**config.mk**
```make
export PLATFORM = sky130hd
export DESIGN_NAME = f_fetch_ctrl
export DESIGN_NICKNAME = d
export VERILOG_FILES = /design/src/rtl/f_fetch_ctrl_pkg.sv /design/src/rtl/f_fetch_hold.sv /design/src/rtl/f_fetch_ctrl.sv
export SDC_FILE = /design/constraint.sdc
export NUM_CORES = 1
export LEC_CHECK = 0
export ABC_AREA = 0
export CAP_MARGIN = 20
export CORE_MARGIN = 10
export CORE_UTILIZATION = 46
export DETAILED_ROUTE_END_ITERATION = 6
export PLACE_DENSITY = 0.81
export SLEW_MARGIN = 20
export SYNTH_ARGS = -nofsm -noshare
export SYNTH_HDL_FRONTEND = slang
export SYNTH_HIERARCHICAL = 1
export SYNTH_SLANG_ARGS = --single-unit
```
**constraint.sdc**
```tcl
create_clock -name i_clk -period 3.11 [get_ports i_clk]
set_input_delay 0.4665 -clock i_clk [delete_from_list [all_inputs] [get_ports i_clk]]
set_output_delay 0.4665 -clock i_clk [all_outputs]
set_load 0.02 [all_outputs]
```
**src/rtl/f_fetch_ctrl_pkg.sv**
```systemverilog
// Shared definitions for the F-stage fetch controller: IM geometry, reset PC,
// controller state encoding and the byte-address to IM word-index mapping.
package f_fetch_ctrl_pkg;

  localparam logic [31:0] PC_DEFAULT  = 32'h0000_3000;
  localparam int          IM_ROM_SIZE = 4096;
  localparam int          IM_ADDR_W   = 12;

  typedef enum logic [1:0] {
    IDLE  = 2'd0,
    LOAD  = 2'd1,
    RUN   = 2'd2,
    FAULT = 2'd3
  } fetch_state_t;

  // Word index of a byte address relative to the IM base; callers check legality first.
  function automatic logic [IM_ADDR_W-1:0] pc_to_index(input logic [31:0] pc,
                                                       input logic [31:0] base);
    return IM_ADDR_W'((pc - base) >> 2);
  endfunction

endpackage

```
**src/rtl/f_fetch_hold.sv**
```systemverilog
// One-entry output register for the F/D boundary: tracks pc/valid of the last
// issued read, freezes the RAM word on the first stall cycle, squashes on redirect.
module f_fetch_hold (
  input  logic        clk,
  input  logic        rst_n,
  input  logic        clear,
  input  logic        redirect,
  input  logic        stall,
  input  logic        issue,
  input  logic [31:0] issue_pc,
  input  logic [31:0] rdata,
  output logic [31:0] pc,
  output logic [31:0] instr,
  output logic        valid
);

  logic        holding;
  logic [31:0] hold_instr;

  always_ff @(posedge clk or negedge rst_n) begin
    if (!rst_n) begin
      pc         <= '0;
      valid      <= 1'b0;
      holding    <= 1'b0;
      hold_instr <= '0;
    end else if (clear || redirect) begin
      valid   <= 1'b0;
      holding <= 1'b0;
    end else if (stall) begin
      // The RAM output is undefined once en drops, so latch it exactly once.
      if (!holding) begin
        hold_instr <= rdata;
        holding    <= 1'b1;
      end
    end else begin
      valid   <= issue;
      pc      <= issue_pc;
      holding <= 1'b0;
    end
  end

  assign instr = !valid ? 32'h0 : (holding ? hold_instr : rdata);

endmodule

```
**src/rtl/f_fetch_ctrl.sv**
```systemverilog
// F-stage controller: boots the IM from a word-serial loader, then runs the fetch
// PC against the 1-cycle-latency IM RAM with stall, redirect and address-fault handling.
module f_fetch_ctrl
  import f_fetch_ctrl_pkg::*;
#(
  parameter logic [31:0] PC_RESET = PC_DEFAULT,
  parameter int          IM_DEPTH = IM_ROM_SIZE,
  parameter int          ADDR_W   = IM_ADDR_W
) (
  input  logic              i_clk,
  input  logic              i_rst_n,
  input  logic              i_ld_valid,
  output logic              o_ld_ready,
  input  logic [31:0]       i_ld_data,
  input  logic              i_ld_last,
  output logic              o_im_en,
  output logic              o_im_we,
  output logic [ADDR_W-1:0] o_im_addr,
  output logic [31:0]       o_im_wdata,
  input  logic [31:0]       i_im_rdata,
  input  logic              i_stall,
  input  logic              i_redirect,
  input  logic [31:0]       i_redirect_pc,
  output logic [31:0]       o_pc,
  output logic [31:0]       o_instr,
  output logic              o_valid,
  output logic              o_booted,
  output logic              o_addr_err
);

  localparam logic [31:0]       IM_BYTES = 32'(IM_DEPTH) << 2;
  localparam logic [ADDR_W-1:0] LAST_IDX = ADDR_W'(IM_DEPTH - 1);

  fetch_state_t      state, state_nxt;
  logic [ADDR_W-1:0] ld_ptr, ld_ptr_nxt;
  logic [31:0]       f_pc, f_pc_nxt;
  logic [31:0]       pc_off;
  logic              pc_legal;
  logic              issue;

  // Unsigned offset from the IM base; below-base addresses are rejected explicitly.
  assign pc_off   = f_pc - PC_RESET;
  assign pc_legal = (f_pc[1:0] == 2'b00) && (f_pc >= PC_RESET) && (pc_off < IM_BYTES);

  always_ff @(posedge i_clk or negedge i_rst_n) begin
    if (!i_rst_n) begin
      state  <= IDLE;
      ld_ptr <= '0;
      f_pc   <= PC_RESET;
    end else begin
      state  <= state_nxt;
      ld_ptr <= ld_ptr_nxt;
      f_pc   <= f_pc_nxt;
    end
  end

  always_comb begin
    state_nxt  = state;
    ld_ptr_nxt = ld_ptr;
    f_pc_nxt   = f_pc;
    o_ld_ready = 1'b0;
    o_im_en    = 1'b0;
    o_im_we    = 1'b0;
    o_im_addr  = '0;
    o_im_wdata = '0;
    issue      = 1'b0;
    case (state)
      IDLE: state_nxt = LOAD;
      LOAD: begin
        o_ld_ready = 1'b1;
        if (i_ld_valid) begin
          o_im_en    = 1'b1;
          o_im_we    = 1'b1;
          o_im_addr  = ld_ptr;
          o_im_wdata = i_ld_data;
          ld_ptr_nxt = ld_ptr + 1'b1;
          if (i_ld_last || (ld_ptr == LAST_IDX)) state_nxt = RUN;
        end
      end
      RUN: begin
        // Redirect cycle issues nothing; the target is read on the following cycle.
        if (i_redirect) begin
          f_pc_nxt = i_redirect_pc;
        end else if (!i_stall) begin
          if (pc_legal) begin
            issue     = 1'b1;
            o_im_en   = 1'b1;
            o_im_addr = ADDR_W'(pc_to_index(f_pc, PC_RESET));
            f_pc_nxt  = f_pc + 32'd4;
          end else begin
            state_nxt = FAULT;
          end
        end
      end
      FAULT: state_nxt = FAULT;
      default: state_nxt = IDLE;
    endcase
  end

  assign o_booted   = (state == RUN) || (state == FAULT);
  assign o_addr_err = (state == FAULT);

  f_fetch_hold u_hold (
    .clk      (i_clk),
    .rst_n    (i_rst_n),
    .clear    (state != RUN),
    .redirect (i_redirect),
    .stall    (i_stall),
    .issue    (issue),
    .issue_pc (f_pc),
    .rdata    (i_im_rdata),
    .pc       (o_pc),
    .instr    (o_instr),
    .valid    (o_valid)
  );

endmodule
```
==> qor.yml <==
worst_ir_drop_vdd_uv: 242
clock_tree.buffer_depth: 2
tightest_slew_ps: 966
yosysSeqAreaShare: 0.453
p_comb_frac: 0.106
status: "complete, no violations"
cts_buffers: 9
seqPwrFrac: 0.520
p_sw_uw: 673
synth_seq_cells: 112
dpl-instance-area_sq_um: 8710
route.met2.wl_mm: 9.74
fin_area_sq_um: 9080
chipWidth_um: 136
dp_hpwl_mm: 15.3
grt_pass1_vias: 5784
p_clk_frac: 0.374
clk_latency_ps: 350
num_vias: 5562
layout_min_cycle_time_ps: 3040
dieArea_sq_um: 18500
final_layout_size_suffix_gt1_frac: 0.199
post-route-util: 0.686
max_freq_mhz: 329
grt_max_degree: 58
min_period_over_period: 0.978
p_int_uw: 2230
initial_core_util: 0.468
synth_area_sq_um: 6200
cp.arrival_ps: 2580
antennaDiodeCount: 0
rsz0062_at_grt: "yes"
cp.required_ps: 2640
relSlewSlack: 0.356
sw_frac_of_total: 0.232
viasPerCell: 5.54
finClkSkew_ps: 5.62
fillers: 1042
wl_per_cell_um: 19.8
start_kind: "register"
cap_violations: 0
clk_pin_slew_ps: 70
numPortBuffers: 215
routed_wirelength_mm: 19.9
postSynthCellCount: 585
dr.pass1.iters: 5
ant_nets: 0
clkSinkCount: 112
nNetsFinal: 934
topRoutingLayerUsed: "met4"
antenna_found_initial: 0
final.setup.worst_slack_ps: 68.0
htreeDepth: 3
drc_errors: 0
syn_avg_cell_area_sq_um: 10.6
met3WireLength_mm: 1.49
grt_pass1_wl_mm: 31.4
synth.distinct_cells: 63
yosysWarnings: 6
setup_violations: 0
min_path_type: "in2async"
cts-root-buf: "clkbuf_16"
tritoncts: "yes"
ys.flop_type: "dfrtp_1"
crit_fanout: 5
die_h_um: 136
slew_violations: 0
core-area_sq_um: 13200
async_reset_ff_frac: 1.00
p_leak_uw: 0.00404
groute.usage.overall: 0.211
syn_nets: 696
synth_edf_count: 0
critical_path_class: "reg2out"
endpoint_kind: "output port"
drt_iter0_drc: 317
gp_congestion: 0.883
dpl_worst_slack_ps: -231
hold_viol: 0
power.density_nw_per_um2: 320
syn2layout_area_growth_pct: 46.5
num_rows: 42
pin_count: 216
overflow: 0
met1_length_mm: 8.24
path summary, 6_finish.rpt:
path,start,end,slack (ps),cells after the start
min in group i_clk,u_hold/pc[24]$_DFFE_PN0P_,u_hold/pc[24]$_DFFE_PN0P_,490,1
max in group asynchronous,i_rst_n,f_pc[6]$_DFFE_PN0P_,2170,2
worst min register to register,u_hold/pc[24]$_DFFE_PN0P_,u_hold/pc[24]$_DFFE_PN0P_,490,1
worst min-delay path,i_rst_n,u_hold/hold_instr[29]$_DFFE_PN0P_,180,1
worst max-delay path,f_pc[13]$_DFFE_PN1P_,o_im_addr[8],70,10
worst max register to register,f_pc[17]$_DFFE_PN0P_,f_pc[11]$_DFFE_PN0P_,540,9
power groups by stage:
stage / registers [uW] / logic (uW) / clock network [uW]
after detailed placement: 1540 / 302 / 0
after CTS: 1510 / 308 / 1120
after floorplan: 1530 / 88.5 / 0
final: 1510 / 308 / 1080
after global routing: 1510 / 335 / 1180
after global placement: 1530 / 292 / 0
worst max-delay path, cell delays in order, from the launching register on:
cell	delay, ps
dfstp_2	570
ha_4	160
buf_4	110
nand4b_1	120
o211ai_2	240
nand4b_1	220
nor4_4	240
buf_4	200
buf_4	110
a22o_1	130
buf_6	120
per-layer routing:
layer,GRT usage,vias to the layer above
met1,0.263,2734
met5,0,-
met4,0.0722,0
met3,0.0421,32
li1,-,2593
met2,0.356,203
per-stage QoR:
step	TNS (ps)	power [uW]	cells	hold WS, ps
6_report	0	2900	1004	180
5_1_grt	-602	3030	1004	226
4_1_cts	-117	2940	1003	210
3_5_place_dp	-2680	1840	980	479
3_3_place_gp	-1650	1830	980	467
2_1_floorplan	0	1620	585	171
area by class of cell:
class,count,area (sq um),area share
Clock inverter,5,31.3,0.00344
Tap cell,176,220,0.0243
Multi-Input combinational cell,422,3210,0.354
Timing Repair Buffer,263,2510,0.277
Sequential cell,112,2810,0.309
Inverter,15,56.3,0.00620
Clock buffer,11,243,0.0267
sequential cells by signal, summed over array words and instances, names as in the netlist:
register,cells
state,2
u_hold/valid,1
u_hold/pc,32
f_pc,32
u_hold/hold_instr,32
ld_ptr,12
u_hold/holding,1
cell families (layout without fill, tap and decap cells):
| logic type | Yosys count | in the layout | synth area share |
|---|---|---|---|
| AND/OR/NAND/NOR | 224 | 224 | 0.204 |
| flip-flops | 112 | 112 | 0.453 |
| multiplexers | 104 | 104 | 0.181 |
| AO/OA/AOI/OAI | 73 | 73 | 0.0887 |
| buffers and inverters | 51 | 294 | 0.0388 |
| XOR/XNOR | 12 | 12 | 0.0170 |
| adder cells (fa/ha/maj) | 9 | 9 | 0.0182 |
cell usage in the layout, fill, tap and decap left out, drive strengths merged, types with 7 or more instances in the layout:
cell,netlist,final
clkdlybuf4s50,0,201
dfrtp,110,110
mux2,65,65
buf,14,61
nand2,55,55
mux2i,39,39
and3,38,38
nor2b,32,32
nor2,24,24
nor3,17,17
inv,15,16
nand3,13,13
clkbuf,22,12
a22o,11,11
xnor2,11,11
a21oi,10,10
nand4,9,9
ha,9,9
o211ai,8,8
a31oi,7,7
repair_timing:
| item | CTS | global route |
|---|---|---|
| gates cloned | 1 | 0 |
| hold buffers | 0 | 0 |
| setup endpoints to repair | 13 | 13 |
| pin swaps | 8 | 3 |
| endpoints found under the hold margin | 0 | 0 |
| setup buffers | 6 | 1 |
| gates resized for setup | 72 | 4 |
synthesized netlist by cell type, types with 5 or more instances:
library cell	count	area, sq um
a21oi_1	10	50.1
a22o_1	11	96.3
a31oi_1	7	43.8
and3_1	37	231
buf_2	9	45.0
buf_6	5	56.3
clkbuf_1	22	82.6
dfrtp_1	110	2750
ha_1	9	113
inv_1	15	56.3
mux2_2	61	687
mux2i_1	39	390
nand2_1	55	206
nand3_1	12	60.1
nand4_1	9	56.3
nor2_1	24	90.1
nor2b_1	32	200
nor3_1	16	80.1
o211ai_1	7	52.6
o21ai_0	6	30.0
or3_1	5	31.3
xnor2_1	11	96.3
Power figures use the tool's default switching activity.
